<file path="src/rtl/io_stall_controller.sv">
// Stall sequencer for the in/out/halt instructions: freezes the PC while waiting
// for the operator, holds the display for a fixed time, and freezes the core on halt.
//
// state      | meaning
// S_RUN      | normal execution, pcen follows the control unit
// S_IN_WAIT  | in decoded, PC frozen until a fresh enter press
// S_IN_DONE  | switch value latched, one-cycle register write and PC advance
// S_OUT_WAIT | display loaded, PC frozen until the hold counter expires
// S_HALTED   | core frozen, only reset leaves
module io_stall_controller #(
  parameter int DATA_W   = 32,
  parameter int SW_W     = 16,
  parameter int OUT_HOLD = 4
) (
  input  logic              clk,
  input  logic              rst,
  input  logic              pcctrl,
  input  logic              inctrl,
  input  logic              outctrl,
  input  logic [SW_W-1:0]   sw,
  input  logic              enter_btn,
  input  logic [DATA_W-1:0] outdata,
  output logic              pcen,
  output logic [DATA_W-1:0] indata,
  output logic              in_wr,
  output logic [DATA_W-1:0] display,
  output logic              halted,
  output logic              busy
);

  localparam int CNT_W = $clog2(OUT_HOLD) + 1;

  typedef enum logic [2:0] {
    S_RUN      = 3'd0,
    S_IN_WAIT  = 3'd1,
    S_IN_DONE  = 3'd2,
    S_OUT_WAIT = 3'd3,
    S_HALTED   = 3'd4
  } state_t;

  state_t            state, state_nxt;
  logic [CNT_W-1:0]  counter;
  logic              btn_s1, btn_s2, btn_prev;
  logic              press;
  logic              load_display, load_indata, load_cnt, dec_cnt;
  logic [DATA_W-1:0] sw_ext;

  // Edge detect after the synchroniser, so a button held across entry is not a press.
  always_ff @(posedge clk or posedge rst) begin
    if (rst) begin
      btn_s1   <= 1'b0;
      btn_s2   <= 1'b0;
      btn_prev <= 1'b0;
    end else begin
      btn_s1   <= enter_btn;
      btn_s2   <= btn_s1;
      btn_prev <= btn_s2;
    end
  end

  assign press = btn_s2 & ~btn_prev;

  always_ff @(posedge clk or posedge rst) begin
    if (rst) state <= S_RUN;
    else     state <= state_nxt;
  end

  always_comb begin
    state_nxt    = state;
    pcen         = 1'b0;
    in_wr        = 1'b0;
    load_display = 1'b0;
    load_indata  = 1'b0;
    load_cnt     = 1'b0;
    dec_cnt      = 1'b0;
    case (state)
      S_RUN: begin
        pcen = pcctrl;
        if (inctrl) begin
          state_nxt = S_IN_WAIT;
        end else if (outctrl) begin
          load_display = 1'b1;
          load_cnt     = 1'b1;
          state_nxt    = S_OUT_WAIT;
        end else if (!pcctrl) begin
          state_nxt = S_HALTED;
        end
      end
      S_IN_WAIT: begin
        if (press) begin
          load_indata = 1'b1;
          state_nxt   = S_IN_DONE;
        end
      end
      S_IN_DONE: begin
        pcen      = 1'b1;
        in_wr     = 1'b1;
        state_nxt = S_RUN;
      end
      S_OUT_WAIT: begin
        if (counter == '0) begin
          pcen      = 1'b1;
          state_nxt = S_RUN;
        end else begin
          dec_cnt = 1'b1;
        end
      end
      S_HALTED: begin
        state_nxt = S_HALTED;
      end
      default: begin
        state_nxt = S_RUN;
      end
    endcase
  end

  always_comb begin
    sw_ext           = '0;
    sw_ext[SW_W-1:0] = sw;
  end

  // Counter is reloaded only from RUN, so the decrement never wraps.
  always_ff @(posedge clk or posedge rst) begin
    if (rst) begin
      counter <= '0;
      display <= '0;
      indata  <= '0;
    end else begin
      if (load_cnt)     counter <= CNT_W'(OUT_HOLD - 1);
      else if (dec_cnt) counter <= counter - 1'b1;
      if (load_display) display <= outdata;
      if (load_indata)  indata  <= sw_ext;
    end
  end

  assign halted = (state == S_HALTED);
  assign busy   = (state != S_RUN);

endmodule

</file>
<file path="config.mk">
export PLATFORM = sky130hd
export DESIGN_NAME = io_stall_controller
export DESIGN_NICKNAME = d
export VERILOG_FILES = /design/src/rtl/io_stall_controller.sv
export SDC_FILE = /design/constraint.sdc
export NUM_CORES = 1
export LEC_CHECK = 0
export CAP_MARGIN = 40
export CORE_MARGIN = 5
export CORE_UTILIZATION = 43
export CTS_CLUSTER_SIZE = 25
export DETAILED_ROUTE_END_ITERATION = 8
export PLACE_DENSITY = 0.85
export SLEW_MARGIN = 20
export SYNTH_ARGS = -nofsm -noshare
export SYNTH_HDL_FRONTEND = slang
export SYNTH_SLANG_ARGS = --single-unit
export TNS_END_PERCENT = 100
</file>
<file path="constraint.sdc">
create_clock -name clk -period 3.2 [get_ports clk]
set_input_delay 0.32 -clock clk [delete_from_list [all_inputs] [get_ports clk]]
set_output_delay 0.32 -clock clk [all_outputs]
set_load 0.01 [all_outputs]
</file>
==> impl_metrics.json <==
{
  "ys_seq_area_share_pct": 57.29,
  "hold_class": "in -> async",
  "start_util_pct": 44.67,
  "clockBufferDepth": 2,
  "drt_wl_total_mm": 5.495,
  "worstSetupPathType": "reg -> out",
  "synth_compound_area_share_pct": 2.462,
  "min_period_over_period_pct": 73.92,
  "grtUsageTotal_pct": 15.10,
  "drive_above_1_share_pct": 25.36,
  "diodes": 0,
  "cts_tree": "yes",
  "port_buffers": 105,
  "multi_input_area_um2": 903.4,
  "synth_xor_area_share_pct": 0,
  "status": "complete, no violations",
  "area_growth_pct": 50.25,
  "overflow": 0,
  "critical_path.startpoint_type": "flip-flop",
  "cts_resized": 0,
  "cts-buffers-inserted": 9,
  "worstMarginPinSlew_ps": 695.7,
  "drv_slew": 0,
  "grt_antenna_before_repair": 0,
  "ys.flop_type": "dfrtp_1",
  "layout.nets": 331,
  "muxShareOfSynthArea_pct": 25.63,
  "tns_ps": 0,
  "setup_viol": 0,
  "routedWlPerCell_um": 15.61,
  "met2_usage_pct": 25.09,
  "p_leak_uw": 0.001724,
  "synth_edf_count": 0,
  "insertion_delay_ps": 330,
  "min_period_ps": 2365,
  "dieWidth_um": 86.10,
  "grt_start_max_net_pins": 26,
  "netlist_instances": 164,
  "post_cts_buffers": 0,
  "irDropWorstVdd_uv": 535.1,
  "core_area_um2": 5574,
  "yosys.area_share.adder_pct": 1.005,
  "hold_slack_ps": 343.6,
  "synth_top_family_by_area": "multiplexers",
  "path_clk_slew_ps": 70,
  "drc": 0,
  "synthSimpleGateAreaFrac_pct": 4.774,
  "cts_sinks": 57,
  "setup_ws_ps": 834.6,
  "crit_arrival_ps": 2050,
  "post-place-ws_ps": 895.2,
  "path_max_fanout": 6,
  "place_congestion": 0.7556,
  "grt_pass1_wl_mm": 8.562,
  "root_buffer": "clkbuf_8",
  "yosysUniqueCellTypes": 25,
  "async_flop_share_pct": 100.0,
  "die_area_um2": 7412,
  "die_y_um": 86.10,
  "post-route-util_pct": 67.12,
  "hold_violations": 0,
  "crit_required_ps": 2880,
  "fp-row-count": 27,
  "rsz0062_at_grt": "false",
  "busiest_layer": "met2",
  "fmax_mhz": 422.8,
  "grt_util_met3_pct": 8.646,
  "hold_buffers": 0,
  "synth_seq_cells": 57,
  "seqCellArea_um2": 1426,
  "htreeDepth": 3,
  "p_total_uw": 3561,
  "grt_util_met1_pct": 16.22,
  "drtIter0Drc": 45,
  "worstSetupEndpointType": "primary output",
  "io_pins": 122,
  "hpwl_mm": 4.000,
  "relSlewSlack_pct": 53.51,
  "avgSynthCellArea_um2": 15.18,
  "grt_pass1_vias": 1748,
  "nFillCells": 418,
  "pwr_density_cell_nw_per_um2": 951.9,
  "postRouteAntennaNets": 0,
  "vias": 1600,
  "max_cap_violations": 0,
  "routed_via_density": 4.545,
  "ys_warn_count": 0,
  "firstDrtPassIters": 4,
  "fin_skew_ps": 9.427,
  "synth.cell_area_um2": 2490
}
==> cell usage after synthesis (2+ instances only) <==
library cell	n	area, um^2
nand2_1	3	11.26
nor2_1	3	11.26
and3_1	2	12.51
a21bo_2	2	20.02
buf_4	16	120.1
buf_12	2	40.04
o21ai_0	2	10.01
and3b_1	2	17.52
nor3b_1	2	15.01
nand3_1	2	10.01
ha_1	2	25.02
dfrtp_1	57	1426
buf_6	3	33.78
clkbuf_1	2	7.510
mux2_2	22	247.7
a21oi_1	3	15.01
inv_1	4	15.01
mux2_4	26	390.4
nor3_1	3	15.01
==> report_power, final <==
| part | switching [uW] | leakage (uW) | internal, uW |
|---|---|---|---|
| Combinational | 521 | 0.000934 | 1030 |
| Clock | 288 | 0.000113 | 459 |
| Sequential | 205 | 0.000676 | 1060 |
==> critical path, cell delays in order (launching register included) <==
cell and delay, ps:
dfrtp_1 390, inv_1 90, ha_1 170, nand2b_1 140, a21bo_2 250, a21oi_1 120, clkdlybuf4s50_1 550
==> cells by family (layout without fill, tap and decap cells) <==
group,Yosys count,count (layout)
DFF,57,57
muxes,48,48
buffers and inverters,27,128
and+or+nand+nor,20,20
AOI/OAI and AO/OA,9,9
adders and majority gates,2,2
other,1,16
==> final timing paths <==
path	startpoint	endpoint	slack, ps	cells after the start
hold reg to reg	btn_s1$_DFF_PP0_	btn_s2$_DFF_PP0_	350	0
max in group asynchronous	rst	display[21]$_DFFE_PP0N_	2190	3
setup / recovery	counter[0]$_DFFE_PP0P_	pcen	830	6
min in group clk	btn_s1$_DFF_PP0_	btn_s2$_DFF_PP0_	350	0
setup reg to reg	state[0]$_DFFE_PP0P_	display[4]$_DFFE_PP0N_	880	4
hold / removal	rst	display[5]$_DFFE_PP0N_	340	2
==> stage by stage <==
step                cell area [um^2]  std cells
floorplan                       2546        179
global placement                3501        335
detailed placement              3521        336
CTS                             3741        352
global route                    3741        352
finish                          3741        352
==> layout make-up <==
class	count	share of cell area, %
repair buffers	108	29.03
well taps	72	2.408
multi-input cells	95	24.15
inverters	4	0.4013
clock inverters	5	2.107
flip-flops and latches	57	38.13
clock buffers	11	3.779
==> layer usage <==
metal	routed length [um]	vias to the layer above
li1	-	751
met1	2108	773
met2	2724	69
met3	622	7
met4	40	0
met5	0	-
==> placed cells by master (no fill, tap or decap), drive strengths merged <==
| cell | count |
|---|---|
| clkdlybuf4s50 | 105 |
| dfrtp | 57 |
| mux2 | 48 |
| conb | 16 |
| clkbuf | 11 |
| inv | 4 |
| nor2 | 3 |
| nand2 | 3 |
| nor3 | 3 |
| a21oi | 3 |
| clkinv | 3 |
| buf | 3 |
| and3b | 2 |
| nand3 | 2 |
| and3 | 2 |
| o21ai | 2 |
| nor3b | 2 |
| a21bo | 2 |
| ha | 2 |
| bufinv | 2 |
| or3 | 1 |
| or3b | 1 |
| nand2b | 1 |
| o41ai | 1 |
| a21boi | 1 |
==> sequential cells by signal, indices dropped and copies added, names as in the netlist <==
register and cells:
btn_s1 1, counter 3, state 3, display 32, indata 16, btn_prev 1
btn_s2 1
Note: power is estimated with default switching activity, not from simulation.
